## config.mk

```make
export PLATFORM = sky130hd
export DESIGN_NAME = program_launcher
export DESIGN_NICKNAME = d
export VERILOG_FILES = /design/src/rtl/program_launcher_pkg.sv /design/src/rtl/program_launcher_button_debounce.sv /design/src/rtl/program_launcher.sv
export SDC_FILE = /design/constraint.sdc
export NUM_CORES = 1
export LEC_CHECK = 0
export CAP_MARGIN = 20
export CORE_MARGIN = 2
export CORE_UTILIZATION = 40
export DETAILED_ROUTE_END_ITERATION = 6
export PLACE_DENSITY_LB_ADDON = 0.12
export SLEW_MARGIN = 20
export SYNTH_ARGS = -nofsm -noshare
export SYNTH_HDL_FRONTEND = slang
export SYNTH_SLANG_ARGS = --single-unit
```

## constraint.sdc

```tcl
create_clock -name clock -period 2 [get_ports clock]
set_input_delay 0.4 -clock clock [delete_from_list [all_inputs] [get_ports clock]]
set_output_delay 0.4 -clock clock [all_outputs]
set_load 0.1 [all_outputs]
```

## src/rtl/program_launcher_pkg.sv

```systemverilog
// Shared selector codes, launcher FSM states and counter sizing helper for the
// program-select front end; the processor top imports the same selector codes.
package program_launcher_pkg;

    localparam int unsigned PROG_CODE_W = 3;

    localparam logic [PROG_CODE_W-1:0] PROG_NONE = 3'd0;
    localparam logic [PROG_CODE_W-1:0] PROG_FIB  = 3'd1;
    localparam logic [PROG_CODE_W-1:0] PROG_SORT = 3'd2;
    localparam logic [PROG_CODE_W-1:0] PROG_SAVE = 3'd3;
    localparam logic [PROG_CODE_W-1:0] PROG_LOAD = 3'd4;

    // Button vector bit positions.
    localparam int unsigned BTN_FIB  = 0;
    localparam int unsigned BTN_SORT = 1;
    localparam int unsigned BTN_SAVE = 2;
    localparam int unsigned BTN_LOAD = 3;

    typedef enum logic [1:0] {
        IDLE,
        HOLD,
        WAIT_RELEASE
    } launch_state_e;

    // Counter width for a terminal count of n-1, never narrower than one bit.
    function automatic int unsigned cnt_width(input int unsigned n);
        return (n > 1) ? $clog2(n) : 1;
    endfunction

    // Fixed priority fib > sort > save > load; lower-priority requests are lost.
    function automatic logic [PROG_CODE_W-1:0] encode_priority(input logic [3:0] req);
        if (req[BTN_FIB])       return PROG_FIB;
        else if (req[BTN_SORT]) return PROG_SORT;
        else if (req[BTN_SAVE]) return PROG_SAVE;
        else if (req[BTN_LOAD]) return PROG_LOAD;
        else                    return PROG_NONE;
    endfunction

endpackage

```

## src/rtl/program_launcher_button_debounce.sv

```systemverilog
// Two-flop synchroniser, counter debouncer and rising-edge detector for one
// raw board button.
module button_debounce
    import program_launcher_pkg::*;
#(
    parameter int unsigned DEBOUNCE_CYCLES = 4
) (
    input  logic clock,
    input  logic reset,
    input  logic raw,
    output logic db,
    output logic rise
);

    localparam int unsigned          CNT_W    = cnt_width(DEBOUNCE_CYCLES);
    localparam logic [CNT_W-1:0]     CNT_LAST = CNT_W'(DEBOUNCE_CYCLES - 1);

    logic             sync1;
    logic             sync2;
    logic             db_q;
    logic [CNT_W-1:0] cnt;

    always_ff @(posedge clock) begin
        if (reset) begin
            sync1 <= 1'b0;
            sync2 <= 1'b0;
            db    <= 1'b0;
            db_q  <= 1'b0;
            cnt   <= '0;
        end else begin
            sync1 <= raw;
            sync2 <= sync1;
            db_q  <= db;
            // Any sample agreeing with db restarts the run, so short glitches never flip it.
            if (sync2 == db) begin
                cnt <= '0;
            end else if (cnt == CNT_LAST) begin
                db  <= sync2;
                cnt <= '0;
            end else begin
                cnt <= cnt + 1'b1;
            end
        end
    end

    assign rise = db & ~db_q;

endmodule

```

## src/rtl/program_launcher.sv

```systemverilog
// Turns four raw buttons into one held program_selector command with a switch
// snapshot; extra presses while busy are dropped and flagged.
module program_launcher
    import program_launcher_pkg::*;
#(
    parameter int unsigned DEBOUNCE_CYCLES = 4,
    parameter int unsigned HOLD_CYCLES     = 4,
    parameter int unsigned SEL_WIDTH       = 32
) (
    input  logic                 clock,
    input  logic                 reset,
    input  logic                 btn_fib,
    input  logic                 btn_sort,
    input  logic                 btn_save,
    input  logic                 btn_load,
    input  logic [15:0]          sw,
    output logic [SEL_WIDTH-1:0] program_selector,
    output logic [15:0]          sw_snapshot,
    output logic                 busy,
    output logic                 dropped_cmd
);

    localparam int unsigned       HOLD_W    = cnt_width(HOLD_CYCLES);
    localparam logic [HOLD_W-1:0] HOLD_LAST = HOLD_W'(HOLD_CYCLES - 1);

    logic [3:0]        raw;
    logic [3:0]        db;
    logic [3:0]        rise;
    launch_state_e     state;
    logic [HOLD_W-1:0] hold_cnt;

    assign raw[BTN_FIB]  = btn_fib;
    assign raw[BTN_SORT] = btn_sort;
    assign raw[BTN_SAVE] = btn_save;
    assign raw[BTN_LOAD] = btn_load;

    for (genvar i = 0; i < 4; i++) begin : g_btn
        button_debounce #(
            .DEBOUNCE_CYCLES(DEBOUNCE_CYCLES)
        ) u_debounce (
            .clock(clock),
            .reset(reset),
            .raw  (raw[i]),
            .db   (db[i]),
            .rise (rise[i])
        );
    end

    always_ff @(posedge clock) begin
        if (reset) begin
            state            <= IDLE;
            hold_cnt         <= '0;
            program_selector <= '0;
            sw_snapshot      <= '0;
            busy             <= 1'b0;
            dropped_cmd      <= 1'b0;
        end else begin
            dropped_cmd <= 1'b0;
            case (state)
                IDLE: begin
                    if (|rise) begin
                        program_selector <= SEL_WIDTH'(encode_priority(rise));
                        sw_snapshot      <= sw;
                        hold_cnt         <= HOLD_LAST;
                        busy             <= 1'b1;
                        state            <= HOLD;
                    end
                end
                HOLD: begin
                    if (|rise) dropped_cmd <= 1'b1;
                    if (hold_cnt == '0) begin
                        program_selector <= '0;
                        state            <= WAIT_RELEASE;
                    end else begin
                        hold_cnt <= hold_cnt - 1'b1;
                    end
                end
                WAIT_RELEASE: begin
                    if (|rise) dropped_cmd <= 1'b1;
                    if (db == '0) begin
                        busy  <= 1'b0;
                        state <= IDLE;
                    end
                end
                default: state <= IDLE;
            endcase
        end
    end

endmodule
```

# Word level (Yosys, flattened, before mapping)

Cells that the tools add are included.

Register bits after elaboration: 78
Input bits: 22
Output and inout port bits: 50
Logic and storage cells: 97

Add/subtract/negate cells: 5
Equal/unequal tests: 14
Multiplexer cells: 18
Bitwise operators: 13
Reduce and logical (&&, ||, !) cells: 21

Operators by type and width:

| cell                | number |
|---|---|
| $mux 32             | 2 |
| $pmux 32 s2         | 1 |
| $mux 3              | 4 |
| $reduce_and 3->1    | 4 |
| $reduce_or 3->1     | 4 |
| $eq 2x2->1 const B  | 5 |
| $mux 2              | 5 |
| $reduce_and 2->1    | 5 |
| $not 1->1           | 9 |
| $add 2x1->2 const B | 4 |
| $ne 2x2->1 const B  | 4 |
| $pmux 2 s3          | 1 |
| $and 1x1->1         | 4 |
| $eq 1x1->1          | 4 |
| $logic_not 2->1     | 2 |
| $logic_not 4->1     | 1 |
| $pmux 2 s2          | 1 |
| $reduce_bool 2->1   | 2 |
| $reduce_or 2->1     | 2 |
| $reduce_or 4->1     | 1 |
| $mux 1              | 3 |
| $eq 2x1->1 const B  | 1 |
| $pmux 1 s2          | 1 |
| $sub 2x1->2 const B | 1 |

# Longest topological paths before layout

Gate-level depths: netlist (run 1).

Word-level depth: 8
Gate-level depth with buffers: 7
Mapped depth without buffers: 6

# By module

Synthesis (run 1) repeated with hierarchy kept, for this count alone.

Cells, all modules: 227
Area, all modules: 2133.3 sq um

By module, submodules not included:

| module           | times used | cells an instance | area each (sq um) | sequential area each (sq um) |
|---|---|---|---|---|
| program_launcher | 1          | 163               | 1327.5            | 500.5 |
| button_debounce  | 4          | 16                | 201.4             | 120.1 |

# Worst setup path after synthesis (run 1)

OpenSTA, ideal clock, no wires.

Kind: reg-to-reg
Start: register g_btn[2].u_debounce.db
End: register sw_snapshot[0]
Library setup time: 0.070 ns
Data arrival time: 1.401 ns
Data required time: 1.930 ns
Setup slack: 0.529 ns
Cell stages (with the launch flop): 6
Path buffers: 1
Period minus slack after synthesis: 1.471 ns
Path through: dfxtp_1 nor2b_4 o41ai_4 buf_6 nand2_2 a21oi_2

Word-level cells in the longest chain between the ends: 3

Ends and longest elaborated chain:

| element                           | RTL line                               | source |
|---|---|---|
| from (decl)                       | program_launcher_button_debounce.sv:11 | `output logic db,` |
| from (signal assigned)            | program_launcher_button_debounce.sv:38 | `db <= sync2;` |
| $and 1x1->1                       | program_launcher_button_debounce.sv:46 | `assign rise = db & ~db_q;` |
| $reduce_or 4->1                   | program_launcher.sv:61                 | `if (\|rise) begin` |
| $reduce_and 2->1 (no source line) | --                                     |  |
| to (signal assigned)              | program_launcher.sv:63                 | `sw_snapshot <= sw;` |
| to (decl)                         | program_launcher.sv:18                 | `output logic [15:0] sw_snapshot,` |

Every way passes these cells.
A chain may end at the register's enable or synchronous reset.

# Final worst setup path (run 1)

Start: register g_btn[0].u_debounce.db
End: register sw_snapshot[7]

Word-level cells in the longest chain between the ends: 3

Ends and longest elaborated chain:

| element                           | RTL line |
|---|---|
| from (decl)                       | program_launcher_button_debounce.sv:11 |
| from (signal assigned)            | program_launcher_button_debounce.sv:38 |
| $and 1x1->1                       | program_launcher_button_debounce.sv:46 |
| $reduce_or 4->1                   | program_launcher.sv:61 |
| $reduce_and 2->1 (no source line) | -- |

Every way passes these cells.

==> key figures, run 1 <==
Critical path
  • Worst path buffer plus inverter count: 1
  • Number of cells on the critical path: 5
  • Delay-heaviest family, CP: simple AND/OR/NAND/NOR gates
  • R2R Setup Slk: 0.36 ns
  • CP Launch Type: register
  • Worst setup path class: register to register
  • CP endpoint: sw_snapshot[7]$_SDFFE_PP0P_
  • Crit path max-delay cell type: nor2b_1
  • Reg2Reg Depth: 5
  • End of the worst register-to-register path: sw_snapshot[7]$_SDFFE_PP0P_
  • Worst setup EP type: register
  • Critical Path Start: g_btn[0].u_debounce.db$_SDFFE_PP0P_
  • Largest stage delay, worst path: approximately 0.52 ns
  • Worst endpoint data arrival time: 1.88 ns
  • CP max FO: 16
  • CP Cell Sequence: nor2b_1, o41a_1, buf_4, nand2_1, a21oi_2
  • Worst EP required: 2.24 ns
  • R2r startpoint: g_btn[0].u_debounce.db$_SDFFE_PP0P_

Global route
  • Largest net degree at the start of global routing: 19
  • Gr usage total: 13.7%
  • GRT overflow: 0
  • Initial antenna violation count: 0
  • Vias in the first global route: 1,447
  • First-pass GRT wire length: 6660 um

Placed design
  • Gp weighted congestion: 0.745
  • # port buffers: 42
  • Hpwl dp: ~2600 um
  • Inst Count DP: 351
  • Dpl ws: 0.355 ns

Yosys
  • Post-synthesis cell type count: 38
  • Post-synthesis instance area: 0.00223 mm2
  • Post-synth ARST share: 0%
  • Seq/Total Area, Yosys: 44.0%
  • Average size of a mapped cell: 9.26 um2
  • Gate Count Post-Synth: 241
  • Synthesized flop and latch total: 49
  • Ys flop type: dfxtp_1
  • Number of synthesized flops with an enable pin: 0
  • Ys Warns: 0

Timing
  • Post-route setup slack: 0.362 ns
  • Setup TNS: 0 ns
  • Headroom to the max-slew limit: 60.3%
  • Final Hold Vio Count: 0
  • Max Freq: ~0.61 GHz
  • Max-slew violations: 0
  • Fin Clk Skew: 0.00514 ns
  • Minimum clock period: 1.64 ns
  • RSZ-0062 raised after global routing: no
  • Final critical-path share of the clock period: 81.9%
  • Worst Max-Slew Pin Slew: 0.594 ns
  • # setup viols final: 0

Drt
  • Iteration-0 DRC Markers: 70
  • Routed via count: roughly 1,600
  • DRT Pass-1 Iters: 4
  • Wire length per cell: 10.2 um
  • Vias per inst: approximately 4.3
  • Total Wirelength: 3650 um
  • DRC Markers: 0
  • DRT antenna net count: 0

CTS
  • Clock transition at the register clock pins on the worst setup and hold paths after CTS: 0.08 ns
  • Resized Gates After CTS: 0
  • Post-CTS Setup Bufs: 0
  • Root Driver: clkbuf_8
  • Clk Latency, worst-skew pair: 0.30 ns
  • CTS tree: done
  • Clock sink count: 49
  • Clock buffer depth: 2
  • Cts bufs inserted: 5
  • H-tree lvl count: 2
  • Cts hold-fix bufs: 0

Floorplanning
  • Row Count: 27
  • Initial core utilization: 41.0%
  • Top Ports: 72
  • Die area: 0.00619 mm2
  • Die extent in y: roughly 80 um
  • CORE AREA: 0.00544 mm2
  • Die width: slightly below 80 um

Cells and area
  • Nets: ~320
  • Share of cells above drive strength 1: 22.0%
  • Area growth syn-to-layout: 19.0%
  • Final Instance Count excl. Fillers: 359
  • Ant diodes: 0

Power and ir drop
  • Leakage Power: around 0.0011 uW
  • Design Power: 2010 uW
  • Peak ir drop on the vdd network: around 370 uV
  • Pwr Density: 758 mW/mm2

Status
  • Outcome: finished clean

Worst hold path
  • Hold Path Class: register to register

Flow run
  • Max Cap Violations: 0
[metrics by stage]
step,area (um2),hold slack [ns],utilization [%]
2_1_floorplan,2340,0.397,-
3_3_place_gp,2570,0.407,47.3
3_5_place_dp,2570,0.414,47.3
4_1_cts,2660,0.427,48.8
5_1_grt,2660,0.444,48.8
6_report,2660,0.419,48.8
[metal layers]
layer  track usage, %  share of wire, %  vias up
li1                 -                 -      816
met2             21.1                44       48
met3             5.29               7.5        7
met4             5.79               1.9        0
met5                0                 0        -
met1             16.9                46      681
[cell usage after synthesis, types with 2 or more instances]
| cell type | count | area share (%) |
|---|---|---|
| nand2_2 | 10 | 2.8 |
| a21oi_1 | 11 | 2.5 |
| a21oi_2 | 10 | 3.9 |
| nand2_1 | 31 | 5.2 |
| clkbuf_1 | 5 | 0.84 |
| or3_1 | 4 | 1.1 |
| o21ai_0 | 2 | 0.45 |
| mux2i_1 | 5 | 2.2 |
| o221a_2 | 3 | 1.5 |
| xnor2_1 | 4 | 1.6 |
| nor2b_4 | 2 | 1.2 |
| buf_4 | 29 | 9.8 |
| nor2_1 | 18 | 3.0 |
| inv_1 | 12 | 2.0 |
| nand3_1 | 2 | 0.45 |
| dfxtp_1 | 49 | 44 |
| nor2b_1 | 13 | 3.6 |
| ha_1 | 8 | 4.5 |
| buf_2 | 3 | 0.67 |
| nor3_1 | 2 | 0.45 |
[kinds of logic after synthesis]
| logic type | count (synthesis) | share of synthesized area [%] |
|---|---|---|
| adder cells (fa/ha/maj) | 8 | 4.49 |
| multiplexers | 5 | 2.24 |
| XOR/XNOR | 4 | 1.57 |
| flip-flops | 49 | 44.0 |
| AO/OA/AOI/OAI | 36 | 13.2 |
| buffers and inverters | 50 | 13.8 |
| AND/OR/NAND/NOR | 88 | 20.6 |
| other | 1 | 0.168 |
[cell type report]
cell class | instances | area, um2
Fill cell | 535 | 2780
Multi-Input combinational cell | 170 | 1050
Sequential cell | 49 | 981
Timing Repair Buffer | 48 | 408
Tap cell | 72 | 90.1
Clock buffer | 7 | 76.3
Inverter | 12 | 45.0
Clock inverter | 1 | 7.51
[worst reg2reg max path: cells and delay by family (launching register included)]
kind                   cells  cell delay, ns
flip-flops                 1            0.39
AND/OR/NAND/NOR            2            0.61
AO/OA/AOI/OAI              2            0.34
buffers and inverters      1            0.23
[state kept, by name, summed over array words and instances, names as in the netlist, 2 cells and up]
name	count
g_btn.u_debounce.cnt	8
g_btn.u_debounce.db	4
g_btn.u_debounce.db_q	4
g_btn.u_debounce.sync1	4
g_btn.u_debounce.sync2	4
hold_cnt	2
program_selector	3
state	2
sw_snapshot	16
[cells in the final DEF, fill, tap and decap left out, types with 2 or more instances in the layout]
master	n
or3_1	4
nand2_2	10
conb_1	29
clkbuf_1	2
o221a_2	3
inv_1	12
nor2b_1	13
clkdlybuf4s50_1	20
nor2_1	18
a21oi_1	11
nor3_1	2
buf_4	27
ha_1	8
dfxtp_1	49
nand3_1	2
mux2i_1	5
a21oi_2	10
nand2_1	31
o21ai_0	2
nor2b_4	2
xnor2_1	4
clkbuf_8	5
[worst min-delay path by stage]
stage | startpoint | end | slack (ns) | depth (start not counted)
after global placement | g_btn[2].u_debounce.cnt[0]$_SDFF_PP0_ | g_btn[2].u_debounce.cnt[0]$_SDFF_PP0_ | 0.41 | 1
after global routing | reset | g_btn[3].u_debounce.db$_SDFFE_PP0P_ | 0.44 | 2
after CTS | g_btn[1].u_debounce.cnt[0]$_SDFF_PP0_ | g_btn[1].u_debounce.cnt[0]$_SDFF_PP0_ | 0.43 | 1
after floorplan | g_btn[0].u_debounce.cnt[0]$_SDFF_PP0_ | g_btn[0].u_debounce.cnt[0]$_SDFF_PP0_ | 0.40 | 1
after detailed placement | g_btn[1].u_debounce.cnt[0]$_SDFF_PP0_ | g_btn[1].u_debounce.cnt[0]$_SDFF_PP0_ | 0.41 | 1
final | g_btn[3].u_debounce.cnt[0]$_SDFF_PP0_ | g_btn[3].u_debounce.cnt[0]$_SDFF_PP0_ | 0.42 | 1
[where the power goes]
part	switching (uW)	internal [uW]
Clock	320	248
Sequential	13.6	998
Combinational	338	95.9
(Power assumes the default switching activity.)
==> run 2: changes to the inputs <==
==> constraint.sdc (replaced) <==
create_clock -name clock -period 1.3 [get_ports clock]
set_input_delay 0.26 -clock clock [delete_from_list [all_inputs] [get_ports clock]]
set_output_delay 0.26 -clock clock [all_outputs]
set_load 0.1 [all_outputs]
==> key figures, run 2 (synthesis gave the netlist of run 1 again) <==
CTS
  • CTS tree: done (unchanged)
  • H-tree lvl count: 2 (unchanged)
  • Cts hold-fix bufs: 0 (unchanged)
  • Root Driver: clkbuf_8 (unchanged)
  • Clock buffer depth: 2 (unchanged)
  • Clock transition at the register clock pins on the worst setup and hold paths after CTS: 0.09 ns (was 0.08 ns)
  • Clk Latency, worst-skew pair: 0.30 ns (about the same)
  • Clock sink count: 49 (unchanged)
  • Cts bufs inserted: 5 (unchanged)

Timing
  • Final critical-path share of the clock period: 106% (was 81.9%)
  • Max Freq: 0.725 GHz (was 0.611 GHz)
  • Minimum clock period: 1.38 ns (was 1.64 ns)
  • RSZ-0062 raised after global routing: yes (was no)
  • Fin Clk Skew: 0.00819 ns (was 0.00514 ns)
  • # setup viols final: 23 (was 0)
  • Final Hold Vio Count: 0 (unchanged)
  • Setup TNS: -1.38 ns (was 0 ns)
  • Max-slew violations: 0 (unchanged)
  • WHS: 0.315 ns (was 0.419 ns)
  • Post-route setup slack: -0.0791 ns (was 0.362 ns)

Cells and area
  • Ant diodes: 0 (unchanged)
  • Final Instance Count excl. Fillers: 378 (was 359)
  • Core Util, Final: 59.9% (was 48.8%)
  • Top flop regs: sw_snapshot (16), g_btn.u_debounce.cnt (8) (unchanged)
  • Max FFs per register: 16 (unchanged)
  • Reg with most FFs: sw_snapshot (unchanged)
  • Fill count: 472 (was 535)
  • Commonest non-fill, non-tap cell in the layout: dfxtp_1 (unchanged)
  • Area growth syn-to-layout: 46.2% (was 19.0%)
  • Share of cells above drive strength 1: 37.9% (was 22.0%)
  • Nets: 335 (was 316)
  • Most frequent cells in the layout: 39 x dfxtp_1, 29 x nand2_1, 29 x conb_1 (was 49 x dfxtp_1, 31 x nand2_1, 29 x conb_1)

Power and ir drop
  • Pwr Density: 1020 mW/mm2 (was 758 mW/mm2)
  • Leakage Power: 0.00127 uW (was 0.00106 uW)
  • Design Power: 3330 uW (was 2010 uW)
  • Peak ir drop on the vdd network: 685 uV (was 366 uV)

Worst hold path
  • Hold Startpoint: reset (was g_btn[3].u_debounce.cnt[0]$_SDFF_PP0_)
  • Hold Path Class: primary input to register (was register to register)
  • Hold Crit Depth: 2 (was 1)
  • Hold endpoint: g_btn[3].u_debounce.db$_SDFFE_PP0P_ (was g_btn[3].u_debounce.cnt[0]$_SDFF_PP0_)

Critical path
  • Worst setup path class: register to register (unchanged)
  • CP max FO: 16 (unchanged)
  • Worst EP required: 1.49 ns (was 2.24 ns)
  • End of the worst register-to-register path: sw_snapshot[4]$_SDFFE_PP0P_ (was sw_snapshot[7]$_SDFFE_PP0P_)
  • R2R Setup Slk: -0.08 ns (was 0.36 ns)
  • Worst setup EP type: register (unchanged)
  • R2r startpoint: g_btn[2].u_debounce.db$_SDFFE_PP0P_ (was g_btn[0].u_debounce.db$_SDFFE_PP0P_)
  • Worst endpoint data arrival time: 1.57 ns (was 1.88 ns)
  • CP Launch Type: register (unchanged)
  • Reg2Reg Depth: 5 (unchanged)

Floorplanning
  • Die width: 78.7 um (unchanged)
  • Row Count: 27 (unchanged)
  • CORE AREA: 0.00544 mm2 (unchanged)
  • Initial core utilization: 41.0% (unchanged)
  • Die extent in y: 78.7 um (unchanged)
  • Top Ports: 72 (unchanged)
  • Die area: 0.00619 mm2 (unchanged)

Placed design
  • Hpwl dp: 3070 um (was 2630 um)
  • # port buffers: 42 (unchanged)
  • Gp weighted congestion: 0.749 (was 0.745)
  • Inst Count DP: 370 (was 351)

Flow run
  • Max Cap Violations: 0 (unchanged)

Global route
  • Largest net degree at the start of global routing: 20 (was 19)
  • Vias in the first global route: 1,578 (was 1,447)
  • Initial antenna violation count: 0 (unchanged)
  • GRT overflow: 0 (unchanged)
  • First-pass GRT wire length: 7310 um (was 6660 um)
  • Gr usage total: 15.0% (was 13.7%)

Drt
  • Iteration-0 DRC Markers: 66 (was 70)
  • Total Wirelength: 4210 um (was 3650 um)
  • Vias per inst: 4.42 (was 4.32)
  • DRT Pass-1 Iters: 4 (unchanged)
  • DRT antenna net count: 0 (unchanged)
  • DRC Markers: 0 (unchanged)
  • Routed via count: 1,669 (was 1,552)
  • Wire length per cell: 11.1 um (was 10.2 um)

Status
  • Failing checks: negative setup slack
  • Outcome: finished, violations left (was finished clean)
[run 2: cell types whose count changed in the layout (fill, tap and decap cells not counted), moves of 3 or more]
cell and delta:
buf_4 -9, buf_12 +23, dfxtp_1 -10, a21oi_1 -4
dfxtp_2 +8, nor2_2 +3, ha_1 -3, nor2_1 -3
a21oi_2 +3, inv_1 -3, buf_6 +5, ha_4 +3
[run 2: critical path: stages (launching register included)]
cell and delay [ns]:
dfxtp_2 0.33, nor2b_4 0.15, o41a_1 0.49, buf_12 0.18
nand2_1 0.07, a21oi_1 0.06
[run 2: cell type report]
class / instances / area, um2 / share of cell area, %
Multi-Input combinational cell: 170 / 1170 / 35.8
Sequential cell: 49 / 998 / 30.6
Timing Repair Buffer: 67 / 857 / 26.3
Tap cell: 72 / 90.1 / 2.76
Clock buffer: 6 / 82.6 / 2.53
Inverter: 12 / 50.0 / 1.53
Clock inverter: 2 / 13.8 / 0.422
[run 2: worst max path at each step]
stage / from / to / cells past startpoint / slack (ns)
detailed placement: g_btn[0].u_debounce.db$_SDFFE_PP0P_ / program_selector[0]$_SDFFE_PP0P_ / 6 / -0.13
global placement: g_btn[0].u_debounce.db$_SDFFE_PP0P_ / program_selector[0]$_SDFFE_PP0P_ / 6 / -0.11
floorplan: g_btn[2].u_debounce.db$_SDFFE_PP0P_ / sw_snapshot[0]$_SDFFE_PP0P_ / 5 / -0.16
finish: g_btn[2].u_debounce.db$_SDFFE_PP0P_ / sw_snapshot[4]$_SDFFE_PP0P_ / 5 / -0.08
global route: g_btn[2].u_debounce.db$_SDFFE_PP0P_ / sw_snapshot[4]$_SDFFE_PP0P_ / 5 / -0.17
CTS: g_btn[3].u_debounce.db_q$_SDFF_PP0_ / sw_snapshot[4]$_SDFFE_PP0P_ / 5 / -0.11
[run 2: layer usage]
layer | vias up | GRT usage, % | share of wire [%]
met5 | - | 0 | 0
met4 | 0 | 4.21 | 1.0
met3 | 4 | 6.32 | 7.5
met2 | 48 | 23.2 | 47
met1 | 759 | 19.0 | 44
li1 | 858 | - | -
[run 2: what timing repair did]
action | 4_1_cts | 5_1_grt
resized for setup | 21 | 17
setup buffers | 0 | 1
endpoints found under the setup margin | 24 | 24
pin swaps | 8 | 8
[run 2: metrics by stage]
| stage | cell area [um2] | setup slack [ns] |
|---|---|---|
| finish | 3260 | -0.0791 |
| detailed placement | 3020 | -0.125 |
| CTS | 3190 | -0.106 |
| floorplan | 2360 | -0.160 |
| global route | 3260 | -0.174 |
| global placement | 3020 | -0.110 |
[run 2: where the power goes]
part           switching, uW  internal [uW]
sequential              25.9           1540
combinational            574            244
clock                    516            432
